$ cat src/rtl/sram_ctrl_pkg.sv
// Shared types and constants for the MEM-stage SRAM controller.
package sram_ctrl_pkg;

    typedef enum logic [1:0] {
        IDLE   = 2'd0,
        ACC_LO = 2'd1,
        ACC_HI = 2'd2,
        DONE   = 2'd3
    } state_t;

    localparam logic HALF_LO    = 1'b0;
    localparam logic HALF_HI    = 1'b1;
    localparam int   WAIT_CNT_W = 4;

endpackage

$ cat src/rtl/sram_wait_counter.sv
// Per-phase wait timer: reloads at phase entry, counts down to a terminal count.
module sram_wait_counter
    import sram_ctrl_pkg::*;
#(
    parameter int WAIT_CYCLES = 3
) (
    input  logic clk,
    input  logic rst,
    input  logic load,
    input  logic dec,
    output logic last,
    output logic last_next
);

    localparam logic [WAIT_CNT_W-1:0] LOAD_VAL = WAIT_CNT_W'(WAIT_CYCLES - 1);

    logic [WAIT_CNT_W-1:0] count;

    always_ff @(posedge clk) begin
        if (!rst) begin
            count <= '0;
        end else if (load) begin
            count <= LOAD_VAL;
        end else if (dec && count != '0) begin
            count <= count - 1'b1;
        end
    end

    assign last = (count == '0);

    // Lets the owner register strobes that must change on the same edge the count does.
    always_comb begin
        if (load)
            last_next = (LOAD_VAL == '0);
        else if (dec && count != '0)
            last_next = (count == WAIT_CNT_W'(1));
        else
            last_next = (count == '0);
    end

endmodule

$ cat src/rtl/sram_ctrl.sv
// Word-to-half-word bridge from the MEM stage to an external 16-bit async SRAM.
// Optional one-entry read hit buffer: define SRAM_CTRL_READ_HIT_BUF_EN.
module sram_ctrl
    import sram_ctrl_pkg::*;
#(
    parameter int WAIT_CYCLES = 3,
    parameter int SRAM_AW     = 18
) (
    input  logic               clk,
    input  logic               rst,
    input  logic               mem_read,
    input  logic               mem_write,
    input  logic [31:0]        address,
    input  logic [31:0]        data,
    output logic [31:0]        read_data,
    output logic               ready,
    output logic               freeze,
    output logic [SRAM_AW-1:0] sram_addr,
    output logic [15:0]        sram_dq_o,
    input  logic [15:0]        sram_dq_i,
    output logic               sram_dq_oe,
    output logic               sram_we_n
);

    state_t state, state_d;

    logic [SRAM_AW-2:0] word_q, cur_word, req_word;
    logic               wr_q, cur_wr;
    logic [31:0]        data_q, cur_data;
    logic               req, hit;
    logic               cnt_load, cnt_dec, last, last_next;

    logic [SRAM_AW-1:0] addr_d;
    logic [15:0]        dq_o_d;
    logic               oe_d, we_n_d;

    logic unused_addr_bits;
    assign unused_addr_bits = ^{address[31:SRAM_AW+1], address[1:0]};

    assign req      = mem_read | mem_write;
    assign req_word = address[SRAM_AW:2];
    assign ready    = (state == DONE);
    assign freeze   = req & ~ready;

`ifdef SRAM_CTRL_READ_HIT_BUF_EN
    logic               hit_valid;
    logic [SRAM_AW-2:0] hit_word;
    logic [31:0]        hit_data;

    assign hit = mem_read & ~mem_write & hit_valid & (hit_word == req_word);

    always_ff @(posedge clk) begin
        if (!rst) begin
            hit_valid <= 1'b0;
            hit_word  <= '0;
            hit_data  <= '0;
        end else begin
            if (state == ACC_HI && last && !wr_q) begin
                hit_valid <= 1'b1;
                hit_word  <= word_q;
                hit_data  <= {sram_dq_i, read_data[15:0]};
            end
            // Keep the entry coherent; the store still goes out to SRAM.
            if (state == IDLE && mem_write && hit_valid && hit_word == req_word)
                hit_data <= data;
        end
    end
`else
    assign hit = 1'b0;
`endif

    sram_wait_counter #(.WAIT_CYCLES(WAIT_CYCLES)) u_wait (
        .clk       (clk),
        .rst       (rst),
        .load      (cnt_load),
        .dec       (cnt_dec),
        .last      (last),
        .last_next (last_next)
    );

    always_comb begin
        state_d = state;
        case (state)
            IDLE:    if (req) state_d = hit ? DONE : ACC_LO;
            ACC_LO:  if (last) state_d = ACC_HI;
            ACC_HI:  if (last) state_d = DONE;
            DONE:    state_d = IDLE;
            default: state_d = IDLE;
        endcase

        cnt_load = (state_d == ACC_LO || state_d == ACC_HI) && (state_d != state);
        cnt_dec  = (state == ACC_LO || state == ACC_HI) && !cnt_load;

        cur_word = (state == IDLE) ? req_word  : word_q;
        cur_wr   = (state == IDLE) ? mem_write : wr_q;
        cur_data = (state == IDLE) ? data      : data_q;

        // Pad outputs are registered from the upcoming state so they change cleanly at edges.
        addr_d = sram_addr;
        dq_o_d = sram_dq_o;
        oe_d   = 1'b0;
        we_n_d = 1'b1;
        if (state_d == ACC_LO || state_d == ACC_HI) begin
            addr_d = {cur_word, (state_d == ACC_HI) ? HALF_HI : HALF_LO};
            if (cur_wr) begin
                dq_o_d = (state_d == ACC_HI) ? cur_data[31:16] : cur_data[15:0];
                oe_d   = 1'b1;
                we_n_d = last_next;
            end
        end
    end

    always_ff @(posedge clk) begin
        if (!rst) begin
            state      <= IDLE;
            word_q     <= '0;
            wr_q       <= 1'b0;
            data_q     <= '0;
            read_data  <= '0;
            sram_addr  <= '0;
            sram_dq_o  <= '0;
            sram_dq_oe <= 1'b0;
            sram_we_n  <= 1'b1;
        end else begin
            state      <= state_d;
            sram_addr  <= addr_d;
            sram_dq_o  <= dq_o_d;
            sram_dq_oe <= oe_d;
            sram_we_n  <= we_n_d;
            if (state == IDLE && req) begin
                word_q <= req_word;
                wr_q   <= mem_write;
                data_q <= data;
            end
            if (state == ACC_LO && last && !wr_q)
                read_data[15:0] <= sram_dq_i;
            if (state == ACC_HI && last && !wr_q)
                read_data[31:16] <= sram_dq_i;
`ifdef SRAM_CTRL_READ_HIT_BUF_EN
            if (state == IDLE && hit)
                read_data <= hit_data;
`endif
        end
    end

endmodule

$ cat config.mk
export PLATFORM = sky130hd
export DESIGN_NAME = sram_ctrl
export DESIGN_NICKNAME = d
export VERILOG_FILES = /design/src/rtl/sram_ctrl_pkg.sv /design/src/rtl/sram_wait_counter.sv /design/src/rtl/sram_ctrl.sv
export SDC_FILE = /design/constraint.sdc
export NUM_CORES = 1
export LEC_CHECK = 0
export BUFFER_PORTS_ARGS = -buffer_cell sky130_fd_sc_hd__buf_4
export CORE_UTILIZATION = 42
export CTS_CLUSTER_SIZE = 28
export DETAILED_ROUTE_END_ITERATION = 12
export PLACE_DENSITY_LB_ADDON = 0.3
export SYNTH_ARGS = -nofsm -noshare
export SYNTH_HDL_FRONTEND = slang
export SYNTH_SLANG_ARGS = --single-unit
export TNS_END_PERCENT = 100
$ cat constraint.sdc
create_clock -name clk -period 3.2 [get_ports clk]
set_input_delay 0.32 -clock clk [delete_from_list [all_inputs] [get_ports clk]]
set_output_delay 0.32 -clock clk [all_outputs]
set_load 0.02 [all_outputs]
==> impl_metrics.py <==
metrics = {
    "synthesis": {
        "yosys-top-cells-area": "dfxtp_1, nand2_1, a21boi_0",
        "synthArstFlopShare_pct": 0,
        "synthesis.area_um2": 5440,
        "ys_types": 40,
        "synth_fp_nets": 680,
        "yosysSeqAreaShare_pct": 45.6,
        "yosys_warnings": 0,
        "synthFlopType": "dfxtp_1",
        "yosysTopAreaCellShare_pct": 45.6,
        "synth_edf_count": 0,
        "synth-seq-cells": 124,
        "syn_inst": 589,
        "synth_top_cell_by_area": "dfxtp_1",
        "avgSynthCellArea_um2": 9.24,
    },
    "die": {
        "floorplan.initialDensity_pct": 43.1,
        "io-pin-count": 154,
        "core_area_um2": 12600,
        "die-area_um2": 13400,
        "die_w_um": 116,
        "fp.dieH_um": 116,
        "fp-row-count": 41,
    },
    "setup_path": {
        "path_max_fanout": 13,
        "path_common_cell": "ha_1",
        "crit_chain": "inv_1 -> ha_1 -> nor3b_1 -> o21ai_0 -> a211oi_1 -> ha_1 -> a21oi_4 -> buf_4 -> nand2_1 -> a21boi_0",
        "rrSetupSlack_ns": 0.24,
        "rr_endpoint": "sram_dq_o[12]$_SDFFE_PN0P_",
        "max_stage_delay_ns": 0.44,
        "crit_path_top_delay_cell": "nor3b_1",
        "cp.arrival_ns": 3.28,
        "worstSetupPathType": "reg2reg",
        "worstRegToRegCells": 10,
        "required_ns": 3.52,
        "critPathLaunchType": "register",
        "cp-end-kind": "register",
        "worstReg2RegStart": "u_wait.count[0]$_SDFFE_PP0P_",
    },
    "grt": {
        "grt_pass1_vias": 4315,
        "grt_overflow": 0,
        "grt_pass1_wl_mm": 20.9,
        "grt_max_degree": 100,
        "track_usage_pct": 20.3,
        "antenna_found_initial": 0,
    },
    "sta": {
        "rsz0062_at_grt": "no",
        "fin_crit_ns": 2.96,
        "tns_ns": 0,
        "slew_violations": 0,
        "setup_violations": 0,
        "worst_slew_pin_slew_ns": 0.863,
        "skew_ns": 0.00703,
        "hold_viol_final": 0,
        "max_slew_margin_pct": 42.4,
        "clock.fmax_mhz": 338,
        "setup_ws_ns": 0.240,
        "final.period_utilization_pct": 92.5,
    },
    "clock_tree": {
        "ctsHoldBuffers": 0,
        "clock_sinks": 124,
        "insertion_delay_ns": 0.41,
        "htreeDepth": 4,
        "cts_tree": "done",
        "clk_pin_slew_ns": 0.05,
        "cts-root-buf": "clkbuf_16",
        "postCtsResizedCells": 0,
        "postCtsSetupBuffers": 0,
        "clockBufferDepth": 2,
        "cts_buffers": 17,
    },
    "detailed_routing": {
        "first_iter_violations": 191,
        "drc": 0,
        "wl_per_cell_um": 14.4,
        "avgViaCountPerCell": 4.96,
        "drt_pre_antenna_iters": 4,
        "vias": 4448,
        "antenna_left": 0,
        "drt-total-wl_mm": 12.9,
    },
    "final_layout": {
        "final_area_um2": 7140,
        "fin_nets": 803,
        "layout_common_cells": "nand2_1, buf_4, dfxtp_1",
        "diodes": 0,
        "layout.cells.non_filler": 896,
        "drive_above_1_share_pct": 29.4,
        "area_growth_pct": 31.2,
        "final_common_cell": "nand2_1",
    },
    "pwr": {
        "p_leak_nw": 3.12,
        "swShare_pct": 38.1,
        "combPwrFrac_pct": 44.7,
        "peakVddDrop_uv": 599,
        "power.internal_mw": 4.51,
        "cellPowerDensity_nw_per_um2": 1020,
        "p_seq_share_pct": 30.0,
        "switchingPower_mw": 2.77,
        "clock_power_share_pct": 25.3,
    },
    "worst_hold_path": {
        "hp-start": "sram_dq_i[12]",
        "hold_path_depth": 3,
        "min_path_type": "in2reg",
        "hold-path-endpoint": "read_data[12]$_SDFFE_PN0P_",
    },
    "status": {
        "status": "finished clean",
    },
    "placement": {
        "dp.cells": 865,
        "dpl_cell_area_um2": 6560,
        "port_buffers": 138,
        "dp_slack_ns": 0.312,
        "place_hpwl_mm": 8.76,
        "place.gp.congestion": 0.750,
    },
    "flow_run": {
        "drv_cap": 0,
    },
}
-- metal layers --
layer / GRT usage (%) / wire (µm) / vias to the layer above
met3: 7.69 / 958 / 9
met1: 24.5 / 5730 / 2081
met2: 32.6 / 6070 / 121
met5: 0 / 0 / -
li1: - / - / 2237
met4: 7.86 / 110 / 0
-- state kept, by name, indices dropped and copies added (netlist names) --
name	cells
data_q	32
read_data	32
sram_addr	18
sram_dq_o	16
sram_dq_oe	1
sram_we_n	1
state	2
u_wait.count	4
word_q	17
wr_q	1
-- kinds of logic (layout without fill, tap and decap cells) --
kind of cell               count (synthesis)  in the layout  synth area share (%)
AOI/OAI and AO/OA                        134            134                  20.2
xor gates and xnor gates                   1              1                 0.161
adders and majority gates                  7              7                  1.61
buffers and inverters                     48            183                  4.23
DFF                                      124            124                  45.6
muxes                                     35             35                  10.1
and+or+nand+nor                          240            240                  18.0
-- synth_stat cells (2+ instances only) --
| cell type | count |
|---|---|
| ha_1 | 7 |
| o211a_1 | 17 |
| a21boi_0 | 83 |
| buf_2 | 7 |
| o21ai_0 | 2 |
| dfxtp_1 | 124 |
| mux2i_1 | 19 |
| o211ai_1 | 2 |
| buf_4 | 5 |
| nor2_1 | 4 |
| a21boi_1 | 6 |
| mux4_2 | 16 |
| buf_6 | 3 |
| nor3_1 | 2 |
| a211oi_1 | 3 |
| nor2b_1 | 4 |
| nand2_1 | 218 |
| inv_1 | 6 |
| a21boi_2 | 10 |
| and2_1 | 3 |
| nor3b_1 | 3 |
| clkbuf_1 | 25 |
| o21a_1 | 2 |
| a21oi_1 | 2 |
-- worst max path at each step --
stage / end / slack (ns) / from / depth (start not counted)
after global placement: sram_we_n$_SDFF_PN1_ / 0.45 / u_wait.count[0]$_SDFFE_PP0P_ / 9
after CTS: sram_dq_o[12]$_SDFFE_PN0P_ / 0.28 / u_wait.count[0]$_SDFFE_PP0P_ / 10
after floorplan: sram_dq_o[3]$_SDFFE_PN0P_ / 0.65 / state[0]$_SDFF_PN0_ / 13
after global routing: sram_dq_o[12]$_SDFFE_PN0P_ / 0.06 / u_wait.count[0]$_SDFFE_PP0P_ / 10
final: sram_dq_o[12]$_SDFFE_PN0P_ / 0.24 / u_wait.count[0]$_SDFFE_PP0P_ / 10
after detailed placement: sram_dq_o[12]$_SDFFE_PN0P_ / 0.31 / u_wait.count[0]$_SDFFE_PP0P_ / 10
-- stage by stage --
stage                     total power, mW  util [%]  hold WS (ns)
after global placement               5.41      51.9         0.443
after CTS                            7.37      56.6         0.151
final                                7.28      56.6         0.167
after global routing                 7.78      56.6         0.154
after floorplan                      4.58         -         0.440
after detailed placement             5.50      51.9         0.448
-- power by group through the flow --
| stage | Sequential [mW] | Clock (mW) | Combinational (mW) |
|---|---|---|---|
| floorplan | 2.45 | 0 | 2.13 |
| global placement | 2.19 | 0 | 3.22 |
| finish | 2.18 | 1.84 | 3.26 |
| CTS | 2.19 | 1.89 | 3.30 |
| global route | 2.23 | 1.96 | 3.59 |
| detailed placement | 2.21 | 0 | 3.29 |
-- cell type report --
type / count / area [µm²]
multi-input cells: 417 / 2740
clock buffers: 25 / 526
flip-flops and latches: 124 / 2480
well taps: 172 / 215
clock inverters: 6 / 57.6
inverters: 7 / 26.3
repair buffers: 145 / 1090
fillers: 1137 / 5480
-- worst max-delay path: cells and delay by family, from the launching register on --
family                   cells  cell delay [ns]
AO/OA/AOI/OAI                4             1.08
buffers and inverters        2             0.31
flip-flops                   1             0.32
adder cells (fa/ha/maj)      2             0.67
AND/OR/NAND/NOR              2             0.49
No activity file was read; power rests on OpenSTA's default activity.
